$ cat src/rtl/regfile_arbiter.sv
// regfile_arbiter: shares a single-write, dual-read register file between the
// core pipeline (port C, fixed priority) and the debug unit (port D). A
// starvation counter forces a debug grant after MAX_WAIT consecutive refusals.
// Read data from the register file is returned on the shared rsp_r1/rsp_r2
// buses, qualified by a per-port strobe one cycle after acceptance.
module regfile_arbiter #(
    parameter int unsigned MAX_WAIT = 4
) (
    input  logic        clk,
    input  logic        rst,

    input  logic        c_valid,
    output logic        c_ready,
    input  logic        c_we,
    input  logic        c_re,
    input  logic [4:0]  c_rd,
    input  logic [4:0]  c_r1,
    input  logic [4:0]  c_r2,
    input  logic [31:0] c_wdata,

    input  logic        d_valid,
    output logic        d_ready,
    input  logic        d_we,
    input  logic        d_re,
    input  logic [4:0]  d_rd,
    input  logic [4:0]  d_r1,
    input  logic [4:0]  d_r2,
    input  logic [31:0] d_wdata,

    output logic        c_rsp_valid,
    output logic        d_rsp_valid,
    output logic [31:0] rsp_r1,
    output logic [31:0] rsp_r2,

    output logic [4:0]  rf_rd,
    output logic [4:0]  rf_r1,
    output logic [4:0]  rf_r2,
    output logic [31:0] rf_write_data,
    output logic        rf_w_en,
    output logic        rf_r_en,
    input  logic [31:0] rf_r1_read,
    input  logic [31:0] rf_r2_read
);

    localparam logic [3:0] MAX_WAIT_L = 4'(MAX_WAIT);

    typedef enum logic [1:0] {
        IDLE  = 2'd0,
        RSP_C = 2'd1,
        RSP_D = 2'd2
    } rsp_state_t;

    rsp_state_t  r_state;
    logic [3:0]  r_d_wait;

    logic        w_force_d;
    logic        w_grant_c;
    logic        w_grant_d;

    // Debug wins when the core is idle or it has waited long enough; grants
    // are suppressed while reset is held so nothing reaches the register file.
    assign w_force_d = (r_d_wait == MAX_WAIT_L);
    assign w_grant_d = !rst && d_valid && (!c_valid || w_force_d);
    assign w_grant_c = !rst && c_valid && !w_grant_d;

    assign c_ready = w_grant_c;
    assign d_ready = w_grant_d;

    // Steer the winning request onto the register-file inputs; idle when nobody wins.
    always_comb begin
        rf_rd         = '0;
        rf_r1         = '0;
        rf_r2         = '0;
        rf_write_data = '0;
        rf_w_en       = 1'b0;
        rf_r_en       = 1'b0;
        if (w_grant_c) begin
            rf_rd         = c_rd;
            rf_r1         = c_r1;
            rf_r2         = c_r2;
            rf_write_data = c_wdata;
            rf_w_en       = c_we;
            rf_r_en       = c_re;
        end else if (w_grant_d) begin
            rf_rd         = d_rd;
            rf_r1         = d_r1;
            rf_r2         = d_r2;
            rf_write_data = d_wdata;
            rf_w_en       = d_we;
            rf_r_en       = d_re;
        end
    end

    // Count consecutive cycles debug is refused; saturates at the forcing threshold.
    always_ff @(posedge clk or posedge rst) begin
        if (rst) begin
            r_d_wait <= 4'd0;
        end else if (d_valid && !w_grant_d) begin
            if (r_d_wait != MAX_WAIT_L) begin
                r_d_wait <= r_d_wait + 4'd1;
            end
        end else begin
            r_d_wait <= 4'd0;
        end
    end

    // Remember which port owns the read data returning next cycle.
    always_ff @(posedge clk or posedge rst) begin
        if (rst) begin
            r_state <= IDLE;
        end else if (w_grant_c && c_re) begin
            r_state <= RSP_C;
        end else if (w_grant_d && d_re) begin
            r_state <= RSP_D;
        end else begin
            r_state <= IDLE;
        end
    end

    assign c_rsp_valid = (r_state == RSP_C);
    assign d_rsp_valid = (r_state == RSP_D);
    assign rsp_r1      = rf_r1_read;
    assign rsp_r2      = rf_r2_read;

endmodule

$ cat config.mk
export PLATFORM = sky130hd
export DESIGN_NAME = regfile_arbiter
export DESIGN_NICKNAME = d
export VERILOG_FILES = /design/src/rtl/regfile_arbiter.sv
export SDC_FILE = /design/constraint.sdc
export NUM_CORES = 1
export LEC_CHECK = 0
export ABC_AREA = 1
export CAP_MARGIN = 20
export CORE_MARGIN = 10
export CORE_UTILIZATION = 20
export CTS_BUF_LIST = sky130_fd_sc_hd__clkbuf_4 sky130_fd_sc_hd__clkbuf_8
export DETAILED_ROUTE_END_ITERATION = 12
export PLACE_DENSITY = 0.78
export SLEW_MARGIN = 20
export SYNTH_ARGS = -nofsm -noshare
export SYNTH_HDL_FRONTEND = slang
export SYNTH_SLANG_ARGS = --single-unit
$ cat constraint.sdc
create_clock -name clk -period 1.47 [get_ports clk]
set_input_delay 0.147 -clock clk [delete_from_list [all_inputs] [get_ports clk]]
set_output_delay 0.147 -clock clk [all_outputs]
set_load 0.02 [all_outputs]
==> out/metrics.cfg <==
[status]
outcome = finished with violations
failed_checks = setup timing

[sta]
layout_worst_path_cycle_share_pct = 124
timing_max_transition_violations_final = 0
final.min_clock_period_ns = 1.82
fmaxAchievable_mhz = 549
worst_clock_skew_ns = 0.00311
max_slew_margin_pct = 83.4
totalNegativeSetupSlack_ns = -13.82
rsz0062_at_grt = true
max_slew.worst_pin.slew_ns = 0.249
setup_viol = 53
hold_viol_final = 0
final_critical_path_setup_slack_ns = -0.352

[synthesis]
synth_area_um2 = 1730
dominant_combinational_cell_family_by_area_after_synthesis = simple AND/OR/NAND/NOR gates
asyncSetResetFlopFracSynth_pct = 100
synth_flop_cell = dfrtp_1
syn-num-nets = 446
synth.most_common_cell = nand3_1
post_synth_inst_count = 278
post_synthesis_mux_area_share_pct = 0
synth-seq-cells = 6
portion_of_synthesized_cell_area_occupied_by_the_leading_cell_type_pct = 28.6
synthSimpleGateAreaFrac_pct = 48.2
synth-seq-area-share_pct = 8.66
synth_warnings = 0
avg_synthesized_cell_area_um2 = 6.23
synth_compound_gate_area_share_pct = 0.578
synth_top_cells_by_area = buf_4, nand3_1, nand2_1, dfrtp_1, nand3_2
synth.cells.most_frequent = nand3_1, buf_4, nand2_1
synth-edff-count = 0
synth_cell_type_count = 19
synth.largest_area_cell = buf_4
yosys.area_share.adder_pct = 1.44
yosys.area_share.xor_xnor_pct = 1.01

[pwr]
switching_share_pct = 38.3
clock_power_share_pct = 15.5
internal_power_mw = 1.01
combinationalPowerShare_pct = 72.9
power.density_nw_per_um2 = 461
worst_ir_drop_vdd_mv = 0.241
leakagePower_nw = 1.61
power.share.sequential_pct = 11.7
power_switching_mw = 0.627

[floorplanning]
initial_cell_density_of_the_core_pct = 20.8
ios = 283
core_um2 = 8340
dieWidth_um = 113
dieHeight_um = 113
die-area_um2 = 12800
rows = 33

[routing]
detailed_route_via_count = 2261
first_iter_violations = 152
drt-vias-per-instance = 4.62
ant_nets = 0
drt_first_pass_iters = 4
routed_wire_length_per_instance_um = 17.7
drcViolationCount = 0
routed_wirelength_mm = 8.67

[layout]
nNetsFinal = 554
syn2layout_area_growth_pct = 105
insertedDiodeCount = 0
final_layout_size_suffix_gt1_share_pct = 46.1

[cts]
clock_tree.htree_level_count = 1
worst_setup_hold_path_clk_slew_ns = 0.04
clock_path_buffers = 2
clk-insertion-delay-late_ns = 0.23
tritoncts = built
holdBufCountCts = 0
number_of_buffers_inserted_during_clock_tree_synthesis = 3
clock-sinks = 6
clock_tree.root_cell = clkbuf_8

[global_routing]
leftover_overflow_at_the_end_of_global_routing = 0
antenna_found_initial = 0
global_route.usage.total_pct = 11.9
first_global_vias = 2477
grt_start_max_net_pins = 34
global_route_wire_length_before_repair_mm = 12.6

[critical_path]
critical_path_required_ns = 1.32
worst_setup_path_start_kind = flip-flop
timing.critical_path.to_type = output port
worst-path-max-fanout = 6
crit_path_kind = reg -> out
worstPathArrival_ns = 1.67

[place]
dp_hpwl_mm = 6.41
detailedPlace.worstSlack_ns = -0.622
placement.io_buffers = 154
gp_congestion = 0.733

[flow_run]
drv.max_cap_violation_count = 0

[worst_hold_path]
min_path_type = in -> out

==> routing by layer <==
| layer | vias up | global-route usage, % | part of all wire [%] |
|---|---|---|---|
| met4 | 0 | 5.16 | 3.0 |
| met5 | - | 0 | 0 |
| met2 | 142 | 22.6 | 53 |
| met3 | 30 | 4.54 | 9.9 |
| met1 | 1034 | 11.0 | 34 |
| li1 | 1055 | - | - |
==> power by group through the flow <==
stage	logic (mW)	clock network, mW	registers [mW]
global placement	0.977	0	0.190
detailed placement	0.996	0	0.191
finish	1.19	0.253	0.191
global route	1.27	0.278	0.193
floorplan	0.677	0	0.193
CTS	1.15	0.260	0.192
==> repair_timing <==
item                       CTS  global route
gates resized for setup    326            35
pin swaps                    5             7
hold endpoints to repair     0             0
gates cloned                 4             1
setup buffers                8             5
setup endpoints to repair   53            55
==> path summary, 6_finish.rpt <==
| kind | startpoint | slack (ns) | cells past startpoint | end |
|---|---|---|---|---|
| min in group asynchronous | rst | 0.30 | 3 | r_d_wait[2] |
| max in group asynchronous | rst | 1.05 | 3 | r_d_wait[1] |
| max | r_d_wait[0] | -0.35 | 10 | rf_write_data[0] |
| min reg2reg | r_d_wait[3] | 0.68 | 4 | r_d_wait[3] |
| min | rf_r1_read[10] | 0.29 | 0 | rsp_r1[10] |
| max reg2reg | r_d_wait[0] | -0.06 | 9 | r_d_wait[0] |
==> stage by stage <==
stage | hold slack [ns] | total power [mW] | instances | area [um^2] | util [%]
floorplan | -0.0539 | 0.869 | 278 | 1780 | -
global placement | 0.294 | 1.17 | 471 | 3020 | 36.2
detailed placement | 0.294 | 1.19 | 471 | 3020 | 36.2
CTS | 0.294 | 1.60 | 486 | 3440 | 41.3
global route | 0.294 | 1.74 | 489 | 3550 | 42.6
finish | 0.294 | 1.64 | 489 | 3550 | 42.6
==> flip-flops by register name (all words and copies together), names as in the netlist <==
signal / cells
r_state: 2
r_d_wait: 4
==> cell usage in the layout (no fill, tap or decap), drive strengths merged <==
cell	instances
buf	83
clkbuf	4
clkdlybuf4s50	101
clkinv	1
dfrtp	6
dlygate4sd2	2
ha	2
inv	12
nand2	60
nand3	99
nor2	10
o21ai	2
xor2	2
==> cell type report <==
type                       count  area, um^2
sequential                     6         150
inverter                      13        53.8
fill                         798        4790
clock buffer                   3        41.3
multi-input combinational    175        1250
tap                          105         131
timing repair buffer         187        1930
==> logic make-up after synthesis <==
logic type / count (synthesis)
compound gates: 2
xor+xnor: 2
fa+ha+maj: 2
buf+inv: 97
flops: 6
simple gates: 169
==> critical path, stage by stage, from the launching register on <==
cell and delay, ns:
dfrtp_1 0.38, inv_2 0.09, ha_4 0.15, nand3_4 0.09, nand2_8 0.11, nand2_8 0.10, buf_12 0.17, buf_12 0.13
nand3_2 0.05, nand2_2 0.05, buf_6 0.12
Power figures use the tool's default switching activity.
